==> src/rtl/debounce_multi.sv <==
// Multi-channel debouncer: 2-flop synchroniser, per-channel stability filter, edge strobes, long-press level.
// Latency: pin change captured at edge E0 appears on SIGNAL_OUT/RISE/FALL at edge E0+1+BOUNCE_FILTER; HELD HOLD_CYCLES edges after rise.
// Backpressure: none; inputs are free-running levels and every output is valid on every cycle.
module debounce_multi #(
    parameter int                  CHANNELS      = 4,
    parameter int                  BOUNCE_FILTER = 100000,
    parameter int                  HOLD_CYCLES   = 0,
    parameter logic [CHANNELS-1:0] RESET_VALUE   = {CHANNELS{1'b0}}
) (
    input  logic                CLOCK,
    input  logic                RESET,
    input  logic [CHANNELS-1:0] SIGNAL_IN,
    output logic [CHANNELS-1:0] SIGNAL_OUT,
    output logic [CHANNELS-1:0] RISE,
    output logic [CHANNELS-1:0] FALL,
    output logic [CHANNELS-1:0] HELD,
    output logic                CHANGED
);

    // Sized to hold BOUNCE_FILTER itself so power-of-two filters never wrap.
    localparam int CW = $clog2(BOUNCE_FILTER + 1);

    logic [CHANNELS-1:0] sync1_q;
    logic [CHANNELS-1:0] sync2_q;
    logic [CHANNELS-1:0] out_q;
    logic [CHANNELS-1:0] out_d;
    logic [CHANNELS-1:0] rise_q;
    logic [CHANNELS-1:0] fall_q;
    logic [CHANNELS-1:0] held_q;
    logic [CHANNELS-1:0] held_d;

    // Synchronisers, filtered level and strobes; strobes compare next vs current level so they
    // coincide with the first cycle the new level is visible. Reset never produces a strobe.
    always_ff @(posedge CLOCK) begin
        if (RESET) begin
            sync1_q <= RESET_VALUE;
            sync2_q <= RESET_VALUE;
            out_q   <= RESET_VALUE;
            rise_q  <= '0;
            fall_q  <= '0;
            held_q  <= '0;
        end else begin
            sync1_q <= SIGNAL_IN;
            sync2_q <= sync1_q;
            out_q   <= out_d;
            rise_q  <= out_d & ~out_q;
            fall_q  <= ~out_d & out_q;
            held_q  <= held_d;
        end
    end

    for (genvar i = 0; i < CHANNELS; i++) begin : g_ch
        logic [CW-1:0] cnt_q;
        logic [CW-1:0] cnt_d;
        logic          ch_out_d;

        // Stability filter: any matching sample restarts the count, the BOUNCE_FILTER-th
        // consecutive mismatch accepts the new level.
        always_comb begin
            cnt_d    = cnt_q;
            ch_out_d = out_q[i];
            if (sync2_q[i] == out_q[i]) begin
                cnt_d = '0;
            end else if (cnt_q == CW'(BOUNCE_FILTER - 1)) begin
                ch_out_d = sync2_q[i];
                cnt_d    = '0;
            end else begin
                cnt_d = cnt_q + CW'(1);
            end
        end

        // Filter counter register.
        always_ff @(posedge CLOCK) begin
            if (RESET) begin
                cnt_q <= '0;
            end else begin
                cnt_q <= cnt_d;
            end
        end

        assign out_d[i] = ch_out_d;

        if (HOLD_CYCLES > 0) begin : g_hold
            localparam int HW = $clog2(HOLD_CYCLES + 1);
            logic [HW-1:0] hc_q;
            logic [HW-1:0] hc_d;

            // Long-press timer: cleared while low or on any level change, saturates at HOLD_CYCLES.
            // HELD is taken from the next count so it asserts exactly HOLD_CYCLES edges after the rise
            // and drops on the same edge the level falls.
            always_comb begin
                hc_d = hc_q;
                if (!out_q[i] || (ch_out_d != out_q[i])) begin
                    hc_d = '0;
                end else if (hc_q != HW'(HOLD_CYCLES)) begin
                    hc_d = hc_q + HW'(1);
                end
            end

            // Hold counter register.
            always_ff @(posedge CLOCK) begin
                if (RESET) begin
                    hc_q <= '0;
                end else begin
                    hc_q <= hc_d;
                end
            end

            assign held_d[i] = (hc_d == HW'(HOLD_CYCLES));
        end else begin : g_no_hold
            assign held_d[i] = 1'b0;
        end
    end

    assign SIGNAL_OUT = out_q;
    assign RISE       = rise_q;
    assign FALL       = fall_q;
    assign HELD       = held_q;
    assign CHANGED    = |(rise_q | fall_q);

endmodule

==> config.mk <==
export PLATFORM = sky130hd
export DESIGN_NAME = debounce_multi
export DESIGN_NICKNAME = d
export VERILOG_FILES = /design/src/rtl/debounce_multi.sv
export SDC_FILE = /design/constraint.sdc
export NUM_CORES = 1
export LEC_CHECK = 0
export ABC_CLOCK_PERIOD_IN_PS = 4000
export CAP_MARGIN = 0
export CORE_MARGIN = 4
export CORE_UTILIZATION = 49
export DETAILED_ROUTE_END_ITERATION = 12
export PLACE_DENSITY = 0.68
export SYNTH_ARGS = -nofsm -noshare
export SYNTH_HDL_FRONTEND = slang
export SYNTH_SLANG_ARGS = --single-unit
==> constraint.sdc <==
create_clock -name CLOCK -period 4 [get_ports CLOCK]
set_clock_uncertainty 0.15 [all_clocks]
set_input_delay 1 -clock CLOCK [delete_from_list [all_inputs] [get_ports CLOCK]]
set_output_delay 1 -clock CLOCK [all_outputs]
set_load 0.05 [all_outputs]
==> results_dict.tcl <==
set metrics [dict create \
    synthTopCellsByCount "88 x dfxtp_1, 70 x nor2_1, 35 x xnor2_1" \
    cts_resized 0 \
    cts_sinks 88 \
    period_needed_ns 3.04 \
    rsz0062_at_grt "false" \
    ys_types 39 \
    drtIter0Drc 66 \
    slowest_delay_ns 0.72 \
    synth_edf_count 0 \
    clk_latency_ns 0.36 \
    ys.warnings.count 0 \
    r2r_end "g_ch[0].cnt_q[7]$_SDFF_PP0_" \
    fin_area_mm2 0.00425 \
    period_share 0.761 \
    rr_startpoint "g_ch[0].cnt_q[13]$_SDFF_PP0_" \
    grt-ovfl-total 0 \
    hold_buffers 0 \
    end_kind "output pin" \
    final.setup.worst_slack_ns 0.955 \
    synth.most_common_cell "dfxtp_1" \
    cp_cell_sequence "nor4_1 -> nand2_1 -> clkdlybuf4s50_1" \
    status "completed" \
    startpoint_type "flip-flop" \
    root_buffer "clkbuf_8" \
    grtUsageTotal 0.160 \
    syn-cell-area_mm2 0.00384 \
    synth_compound_area_frac 0.0316 \
    wl_per_cell_um 12.7 \
    postCtsSetupBuffers 0 \
    routed_wirelength_mm 6.99 \
    portBuffers 18 \
    critical_path.endpoint "CHANGED" \
    hold_class "reg -> reg" \
    first_pass_iters 4 \
    diodes 0 \
    layout-drive-gt1-share 0.0536 \
    maxSlewViolCount 0 \
    globalplace.congestion 0.836 \
    grt_max_degree 17 \
    synth-seq-cells 88 \
    grt_pass1_wl_mm 11.8 \
    start_util 0.500 \
    synth_simple_gate_area_share 0.326 \
    syn_to_final_growth_pct 10.6 \
    worstHoldStart "sync1_q[0]$_SDFF_PP0_" \
    cts_tree "built" \
    cts_buffer_depth 2 \
    cap_viol_max_count 0 \
    slew_headroom 0.575 \
    place_hpwl_mm 4.97 \
    synth_top_family_by_area "simple AND/OR/NAND/NOR gates" \
    synthXorXnorAreaFrac 0.123 \
    fin_tns_setup_ns 0 \
    die_h_um 96.5 \
    powerDensity_mw_per_mm2 345 \
    die-area_mm2 0.00932 \
    synthFlopType "dfxtp_1" \
    drc 0 \
    cts_buffers 9 \
    reg2regPathDepth 4 \
    num-nets-final 453 \
    antenna_found_initial 0 \
    yosys.area.top_type_share 0.459 \
    synthMuxAreaShare 0.0104 \
    yosysSeqAreaShare 0.459 \
    syn_inst 425 \
    worstMarginPinSlew_ns 0.638 \
    hold_violations 0 \
    htreeDepth 3 \
    pre_cts_slack_ns 1.18 \
    worst_ep_arrival_time_ns 1.89 \
    synth_fa_ha_area_frac 0.0130 \
    post_dp_cell_area_mm2 0.00407 \
    yosys.area.top_type "dfxtp_1" \
    grt_pass1_vias 2618 \
    fin_util 0.552 \
    crit_type "reg -> out" \
    io_pins 23 \
    peakVddDrop_mv 0.227 \
    num_vias 2912 \
    max_freq_mhz 328 \
    synth.avg_cell_area_um2 9.04 \
    p_leak_nw 1.23 \
    crit_required_ns 2.85 \
    crit_path_start "FALL[2]$_SDFF_PP0_" \
    synth.area.top_cells "dfxtp_1 46%, xnor2_1 8.0%, nor2_1 6.8%, xor2_1 4.3%, nand3_1 3.9%" \
    avgViaCountPerCell 5.29 \
    core_area_mm2 0.00769 \
    final_antenna_net_count 0 \
    finalSetupViolCount 0 \
    clk_pin_slew_ns 0.08 \
    die_w_um 96.5 \
    async_flop_share 0 \
    crit_path_top_delay_cell "clkdlybuf4s50_1" \
    r2r_slack_ns 1.84 \
    rows 32 \
    cp_max_fo 2 \
]
## stage by stage
| stage | instances | total power [mW] | hold slack (ns) |
|---|---|---|---|
| 4_1_cts | 550 | 1.49 | 0.295 |
| 2_1_floorplan | 428 | 0.930 | 0.264 |
| 3_3_place_gp | 534 | 0.933 | 0.267 |
| 6_report | 550 | 1.47 | 0.288 |
| 3_5_place_dp | 534 | 0.934 | 0.275 |
| 5_1_grt | 550 | 1.53 | 0.312 |
## sequential cells by signal, indices dropped and copies added, names as in the netlist
name	cells
sync2_q	4
RISE	4
FALL	4
g_ch.cnt_q	68
SIGNAL_OUT	4
sync1_q	4
## cell families after synthesis
kind of cell	Yosys count
buffers and inverters	25
adders and majority gates	4
other	1
xor gates and xnor gates	54
AOI/OAI and AO/OA	18
and+or+nand+nor	231
DFF	88
muxes	4
## where the power goes
part           internal (mW)  switching (mW)  leakage (nW)  total [mW]
Combinational         0.0100          0.0199         0.430      0.0299
Clock                  0.231           0.322        0.0862       0.553
Sequential             0.880         0.00305         0.710       0.883
## critical path: cells and delay by family, from the launching register on
kind,cells,cell delay [ns]
AND/OR/NAND/NOR,2,0.50
buffers and inverters,1,0.72
flip-flops,1,0.32
## cells in the final DEF (no fill, tap or decap), types with 5 or more instances in the layout
master           count
a21oi_1              8
and3_1               5
clkbuf_8             9
clkdlybuf4s50_1     18
dfxtp_1             88
inv_1               10
nand2_1             16
nand2b_1            10
nand3_1             30
nand4_1             23
nor2_1              70
nor2b_1              8
nor3_1              13
nor4_1              17
nor4b_1              6
or3_1               10
xnor2_1             35
xor2_1              19
## layer usage
layer	vias up	track usage	wire, um
met3	12	0.0333	281
li1	1521	-	-
met5	-	0	0
met4	0	0.0748	114
met1	1338	0.217	3530
met2	41	0.245	3060
## layout make-up
cell class                 count  area [um^2]
fill                         766         3440
inverter                      10         37.5
clock buffer                   9          124
clock inverter                 7         55.1
tap                          102          128
sequential                    88         1760
multi-input combinational    315         1950
timing repair buffer          19          188
## worst min path at each step
stage                             to  slack, ns  cells after the start
6_report       sync2_q[0]$_SDFF_PP0_       0.29                      1
5_1_grt        sync2_q[2]$_SDFF_PP0_       0.31                      1
4_1_cts        sync2_q[0]$_SDFF_PP0_       0.29                      1
3_5_place_dp   sync2_q[0]$_SDFF_PP0_       0.27                      1
3_3_place_gp   sync2_q[1]$_SDFF_PP0_       0.27                      1
2_1_floorplan  sync2_q[0]$_SDFF_PP0_       0.26                      1
No activity file was read; power rests on OpenSTA's default activity.
